`src/rtl/pacoblaze_sequencer.sv`:
```
// pacoblaze_sequencer
// Program sequencer for the PacoBlaze core. It holds the program counter, the
// call/return stack and the interrupt-enable state. It fetches the instruction
// word for the decode unit and computes the next program address from the
// decoded operation and branch fields. Each instruction takes two clocks:
// T0 fetch, then T1 execute.
//
// Optional build macro: PACOBLAZE_STACK_CHECK_EN
//   defined   -> adds sticky stack_overflow / stack_underflow outputs, driven
//                by a stack occupancy counter
//   undefined -> those ports are absent and the stack pointer simply wraps
//
// state | meaning
// ------+------------------------------------------------------------------
// T0    | fetch: address = pc; rom_data is latched into instruction on exit
// T1    | execute: execute = 1; pc, sp, stack and ie are updated on exit

module pacoblaze_sequencer #(
    parameter int CODE_DEPTH      = 10,
    parameter int STACK_DEPTH     = 31,
    parameter int operation_width = 5
) (
    input  logic                       clk,
    input  logic                       reset_n,
    output logic [CODE_DEPTH-1:0]      address,
    input  logic [17:0]                rom_data,
    output logic [17:0]                instruction,
    output logic                       execute,
    input  logic [operation_width-1:0] operation,
    input  logic                       conditional,
    input  logic [1:0]                 condition_flags,
    input  logic [CODE_DEPTH-1:0]      code_address,
    input  logic                       interrupt_enable,
    input  logic                       zero,
    input  logic                       carry,
    input  logic                       interrupt,
    output logic                       interrupt_ack,
    output logic                       flags_save,
    output logic                       flags_restore,
    output logic                       ie
`ifdef PACOBLAZE_STACK_CHECK_EN
    ,
    output logic                       stack_overflow,
    output logic                       stack_underflow
`endif
);

    // Shared operation encoding; only the codes that affect sequencing are
    // listed, every other code simply advances the pc.
    localparam logic [operation_width-1:0] op_jump      = operation_width'(1);
    localparam logic [operation_width-1:0] op_call      = operation_width'(2);
    localparam logic [operation_width-1:0] op_return    = operation_width'(3);
    localparam logic [operation_width-1:0] op_returni   = operation_width'(4);
    localparam logic [operation_width-1:0] op_interrupt = operation_width'(5);

    localparam logic [0:0] st_t0 = 1'b0;
    localparam logic [0:0] st_t1 = 1'b1;

    localparam int sp_width = (STACK_DEPTH > 1) ? $clog2(STACK_DEPTH) : 1;
    localparam logic [sp_width-1:0]   sp_last    = sp_width'(STACK_DEPTH - 1);
    localparam logic [CODE_DEPTH-1:0] irq_vector = '1;

    // The stack pointer wraps modulo STACK_DEPTH, which need not be a power
    // of two, so plain binary overflow is not enough.
    function automatic logic [sp_width-1:0] sp_inc(input logic [sp_width-1:0] v);
        return (v == sp_last) ? '0 : v + sp_width'(1);
    endfunction

    function automatic logic [sp_width-1:0] sp_dec(input logic [sp_width-1:0] v);
        return (v == '0) ? sp_last : v - sp_width'(1);
    endfunction

    logic [0:0]            state;
    logic [CODE_DEPTH-1:0] pc;
    logic [sp_width-1:0]   sp;
    logic                  ie_q;
    logic                  ack_q;
    logic [CODE_DEPTH-1:0] stack [STACK_DEPTH];

    logic                  in_t1;
    logic                  cond_met;
    logic                  take;
    logic [CODE_DEPTH-1:0] pc_inc;
    logic                  do_call;
    logic                  do_pop;
    logic                  irq_take;
    logic                  ie_write;
    logic [CODE_DEPTH-1:0] popped;
    logic [CODE_DEPTH-1:0] branch_pc;
    logic [CODE_DEPTH-1:0] next_pc;
    logic [sp_width-1:0]   sp_after_pop;
    logic [sp_width-1:0]   irq_slot;
    logic [sp_width-1:0]   sp_next;

    // Branch condition evaluation and next-address selection for T1.
    always_comb begin
        in_t1 = (state == st_t1);

        case (condition_flags)
            2'b00:   cond_met = zero;
            2'b01:   cond_met = ~zero;
            2'b10:   cond_met = carry;
            default: cond_met = ~carry;
        endcase
        take = ~conditional | cond_met;

        pc_inc   = pc + CODE_DEPTH'(1);
        do_call  = in_t1 && (operation == op_call) && take;
        do_pop   = in_t1 && (((operation == op_return) && take) ||
                             (operation == op_returni));
        ie_write = in_t1 && ((operation == op_returni) ||
                             (operation == op_interrupt));
        // The ie value held before this edge decides, so an instruction that
        // enables interrupts cannot be interrupted itself.
        irq_take = in_t1 && ie_q && interrupt;

        popped = stack[sp_dec(sp)];

        branch_pc = pc_inc;
        case (operation)
            op_jump:    if (take) branch_pc = code_address;
            op_call:    if (take) branch_pc = code_address;
            op_return:  if (take) branch_pc = popped;
            op_returni: branch_pc = popped;
            default:    branch_pc = pc_inc;
        endcase

        next_pc = irq_take ? irq_vector : branch_pc;

        // A pop frees the slot first; a call pushes next; an accepted
        // interrupt pushes the resolved branch result after that.
        sp_after_pop = do_pop ? sp_dec(sp) : sp;
        irq_slot     = do_call ? sp_inc(sp) : sp_after_pop;
        sp_next      = sp_after_pop;
        if (do_call) begin
            sp_next = sp_inc(sp_next);
        end
        if (irq_take) begin
            sp_next = sp_inc(sp_next);
        end
    end

    // Return-address storage; contents are not cleared by reset.
    always_ff @(posedge clk) begin
        if (reset_n) begin
            if (do_call) begin
                stack[sp] <= pc_inc;
            end
            if (irq_take) begin
                stack[irq_slot] <= branch_pc;
            end
        end
    end

    // Two-phase instruction cycle, program counter and interrupt state.
    always_ff @(posedge clk) begin
        if (!reset_n) begin
            state       <= st_t0;
            pc          <= '0;
            sp          <= '0;
            ie_q        <= 1'b0;
            ack_q       <= 1'b0;
            instruction <= '0;
        end else begin
            ack_q <= 1'b0;
            case (state)
                st_t0: begin
                    instruction <= rom_data;
                    state       <= st_t1;
                end
                default: begin
                    pc    <= next_pc;
                    sp    <= sp_next;
                    ack_q <= irq_take;
                    if (irq_take) begin
                        ie_q <= 1'b0;
                    end else if (ie_write) begin
                        ie_q <= interrupt_enable;
                    end
                    state <= st_t0;
                end
            endcase
        end
    end

    assign address       = pc;
    assign execute       = in_t1;
    assign ie            = ie_q;
    assign interrupt_ack = ack_q;
    assign flags_save    = irq_take;
    assign flags_restore = in_t1 && (operation == op_returni);

`ifdef PACOBLAZE_STACK_CHECK_EN
    logic [sp_width:0] depth_used;
    logic [sp_width:0] depth_next;
    logic              overflow_evt;
    logic              underflow_evt;

    // Occupancy tracking: saturates at full and at empty, flagging pushes
    // onto a full stack and pops from an empty one.
    always_comb begin
        depth_next    = depth_used;
        overflow_evt  = 1'b0;
        underflow_evt = 1'b0;
        if (do_pop) begin
            if (depth_next == '0) begin
                underflow_evt = 1'b1;
            end else begin
                depth_next = depth_next - (sp_width + 1)'(1);
            end
        end
        if (do_call) begin
            if (depth_next == (sp_width + 1)'(STACK_DEPTH)) begin
                overflow_evt = 1'b1;
            end else begin
                depth_next = depth_next + (sp_width + 1)'(1);
            end
        end
        if (irq_take) begin
            if (depth_next == (sp_width + 1)'(STACK_DEPTH)) begin
                overflow_evt = 1'b1;
            end else begin
                depth_next = depth_next + (sp_width + 1)'(1);
            end
        end
    end

    // Sticky error flags, cleared only by reset.
    always_ff @(posedge clk) begin
        if (!reset_n) begin
            depth_used      <= '0;
            stack_overflow  <= 1'b0;
            stack_underflow <= 1'b0;
        end else begin
            depth_used <= depth_next;
            if (overflow_evt) begin
                stack_overflow <= 1'b1;
            end
            if (underflow_evt) begin
                stack_underflow <= 1'b1;
            end
        end
    end
`endif

endmodule
```
`config.mk`:
```
export PLATFORM = sky130hd
export DESIGN_NAME = pacoblaze_sequencer
export DESIGN_NICKNAME = d
export VERILOG_FILES = /design/src/rtl/pacoblaze_sequencer.sv
export SDC_FILE = /design/constraint.sdc
export NUM_CORES = 1
export LEC_CHECK = 0
export CORE_ASPECT_RATIO = 1.1
export CORE_MARGIN = 2
export CORE_UTILIZATION = 40
export CTS_CLUSTER_DIAMETER = 60
export DETAILED_ROUTE_END_ITERATION = 12
export GPL_ROUTABILITY_DRIVEN = 0
export SLEW_MARGIN = 20
export SYNTH_ARGS = -nofsm -noshare
export SYNTH_HDL_FRONTEND = slang
export SYNTH_SLANG_ARGS = --single-unit
```
`constraint.sdc`:
```
create_clock -name clk -period 5 [get_ports clk]
set_input_delay 1 -clock clk [delete_from_list [all_inputs] [get_ports clk]]
set_output_delay 1 -clock clk [all_outputs]
set_load 0.05 [all_outputs]
```
==> parameters.txt <==
Parameter                              Value

Layout
  Antenna cells ... 0
  Filler cells ... 4061
  Ratio of cells with drive above 1 in the final layout ... 21.0%
  Nets@finish ... roughly 1.5k
  Layout Cell Area excl Fill ... around 22000 um2
  Multi-input gate area ... 8110 um2
  FF/Latch Area ... ~10000 um2
  Synth-to-Final Area Change ... 16.8%

Clock tree
  Clock tree from TritonCTS ... built
  Setup bufs post-CTS ... 0
  H-tree depth reported by CTS ... 2
  Number of hold-repair buffers added at the cts stage ... 0
  Clock sink count ... 346
  Clock buffer depth ... 3
  Clock tree root driver cell ... sky130_fd_sc_hd__clkbuf_16
  Gates resized, CTS repair ... 0
  Worst-skew pair later-pin latency ... 540 ps
  Clock slew at the register clock pins of the worst setup and hold paths ... 60 ps
  Number of buffers added by the clock tree synthesis step ... 39

Route
  Number of design rule violations left after detail routing ... 0
  Routed wirelength normalized by instance count ... 26.3 um
  Drt via density ... 5.86
  First-pass iteration count of the detailed router ... 5
  Routed via count ... 12.1k
  Overall routed net length ... approximately 54000 um
  Starting DRT DRC Count ... 1243
  Antenna Nets Post-Route ... 0

Die
  Floorplan die width ... 210 um
  Standard-cell rows ... 83
  Initial Util ... 40.3%
  Die area ... 48500 um2
  IO Count ... 75
  Standard cell core area ... roughly 46000 um2
  Die height ... roughly 230 um

STA
  Count of endpoints failing setup in the final report ... 0
  Final-layout setup total negative slack ... 0 ps
  Setup repair after global routing missed its margin ... no
  Final period util ... 87.9%
  Pin slew with the least headroom to its limit ... about 1100 ps
  Final critical-path required period ... approximately 4400 ps
  Post-route setup slack ... 604 ps
  Highest achievable clock rate ... 227 MHz
  Fin. Hold Viols ... 0
  Slew margin rel. ... 25.7%
  Final worst clock skew ... 22.5 ps
  Final Max Slew Viols ... 0

Job
  Max-Cap Viols ... 0

Worst setup path
  Worst path slowest cell ... sky130_fd_sc_hd__clkdlybuf4s50_1
  Maximum fanout along the worst path ... 9
  Crit-path cells ... clkdlybuf4s50_1 -> nor4bb_1 -> mux2i_2 -> a21oi_4 -> mux2i_1 -> a22o_1 -> and2_1 -> and2_1 -> nand2_1 -> o21ai_0 -> buf_4
  CP arrival ... 4640 ps
  Cell type group with the largest total delay on the critical path ... simple AND/OR/NAND/NOR gates
  Dominant cell type by count on the critical path ... sky130_fd_sc_hd__and2_1
  Nature of the critical path startpoint ... input port
  Total buffers and inverters traversed by the critical path ... 2
  CP Class ... input port to register
  Largest stage delay on the critical path ... 590 ps
  Crit. End Element ... register
  Data required time at the worst endpoint ... approximately 5300 ps

Synth
  Post-Synthesis Net Count ... between 1k and 1.5k
  Fraction of post-synthesis cell area in the top cell type by area ... 49.8%
  Synth top area cells ... sky130_fd_sc_hd__edfxtp_1, sky130_fd_sc_hd__mux2i_1, sky130_fd_sc_hd__mux4_2, sky130_fd_sc_hd__dfxtp_1, sky130_fd_sc_hd__nand2_1
  Number of enable flip-flop cells after synthesis ... 310
  Synth Instances ... 1364
  Sequential area share after synthesis ... between 50% and 60%
  Number of distinct library cells after synthesis ... 68
  Async set-reset flop share out of synthesis ... 0%
  Top post-synthesis cells by count ... sky130_fd_sc_hd__mux2i_1, sky130_fd_sc_hd__edfxtp_1, sky130_fd_sc_hd__nand2_1, sky130_fd_sc_hd__mux4_2, sky130_fd_sc_hd__clkbuf_1
  Flops & latches, synth ... 346
  Post-Syn Area ... 18700 um2
  Number of warnings printed during yosys synthesis ... 0
  Largest area contributor in the netlist ... sky130_fd_sc_hd__edfxtp_1
  Post-synthesis average cell area ... 13.7 um2
  Most frequently used cell type in the post-synthesis netlist ... sky130_fd_sc_hd__mux2i_1
  Most frequently used flop master after synthesis ... sky130_fd_sc_hd__edfxtp_1

Power
  Net switching fraction of the power ... 25.7%
  Net Sw Power ... ~0.0019 W
  Internal power summed over all cells ... 0.00543 W
  Worst voltage drop across the vdd grid ... 0.206 mV
  Static power due to leakage ... 8.28 nW
  Clock share of power ... roughly 41%
  Sequential power share ... 44.1%
  Proportion of power drawn by combinational gates ... 15.2%
  Power per unit of standard cell area ... 335 nW/um2

GRT
  Pin count of the biggest net entering global routing ... 47
  Number of antenna violations at the first check in global routing ... 0
  GR Util All Layers ... 22.7%
  Global-route wire length before repair ... 81900 um
  Vias in the first global route ... about 12k
  Gr ovfl total ... 0

Worst hold path
  Worst hold path class ... register to register

Placed design
  Count of input and output buffers ... 74
  Placement Setup Slack ... 120 ps
  DPL Wire Length ... 36100 um
  Placement-stage cell area ... 20500 um2

Outcome
  Outcome ... complete, no violations
## layout by cell type, fill, tap and decap left out, drive strengths merged, types with 34 or more instances in the layout
master and n:
a211oi 42, buf 104, clkbuf 46, clkdlybuf4s50 74, dfxtp 36, edfxtp 310
mux2 34, mux2i 325, mux4 70, nand2 94, nor2 60, o21ai 41
## layer usage
metal  share of wire, %  vias to the layer above  GRT usage [%]  wire length (um)
li1                   -                     5355              -                 -
met1                 43                     6245           31.0             23300
met2                 48                      407           36.8             26000
met3                5.9                       96           3.65              3220
met4                3.5                        0           7.98              1880
met5                  0                        -              0                 0
## state kept, by name (all words and copies together), names as in the netlist
signal         cells
interrupt_ack      1
address           10
ie                 1
execute            1
stack            310
sp                 5
instruction       18
## stage by stage
stage / total power [W] / hold slack (ps) / util [%] / std cells
after floorplan: 0.00398 / 707 / - / 1364
after global placement: 0.00438 / 499 / 44.2 / 1995
after detailed placement: 0.00439 / 511 / 44.2 / 1995
after CTS: 0.00736 / 528 / 47.0 / 2066
after global routing: 0.00754 / 550 / 47.0 / 2066
final: 0.00731 / 520 / 47.0 / 2066
## worst paths after layout
check                       from              to  slack (ps)  cells after the start
setup reg to reg           sp[1]    stack[27][7]         730                     13
hold / removal    instruction[7]  instruction[7]         520                      2
hold reg to reg   instruction[7]  instruction[7]         520                      2
setup / recovery    operation[0]     stack[2][8]         600                     11
## power by group through the flow
stage | sequential [W] | combinational, W | clock (W)
after CTS | 0.00322 | 0.00111 | 0.00303
after detailed placement | 0.00328 | 0.00110 | 0
final | 0.00322 | 0.00111 | 0.00297
after global placement | 0.00328 | 0.00109 | 0
after floorplan | 0.00333 | 0.000652 | 0
after global routing | 0.00323 | 0.00118 | 0.00314
## worst reg2reg max path, delay by kind of cell (launching register included)
kind | cells | cell delay (ps)
AND/OR/NAND/NOR | 2 | 320
adder cells (fa/ha/maj) | 1 | 260
buffers and inverters | 4 | 1200
AO/OA/AOI/OAI | 4 | 1240
flip-flops | 1 | 510
multiplexers | 2 | 450
## logic make-up after synthesis
group / share of synthesized area, %
AOI/OAI and AO/OA: 5.91
xor gates and xnor gates: 0.609
adders and majority gates: 0.669
buffers and inverters: 4.07
DFF: 53.6
muxes: 28.1
and+or+nand+nor: 7.00
## cell type report
class / instances / area share [%]
clock buffer: 46 / 4.79
clock inverter: 25 / 1.27
inverter: 14 / 0.241
multi-input combinational: 862 / 37.1
sequential: 346 / 46.0
tap: 595 / 3.41
timing repair buffer: 178 / 7.20
(Power assumes the default switching activity.)
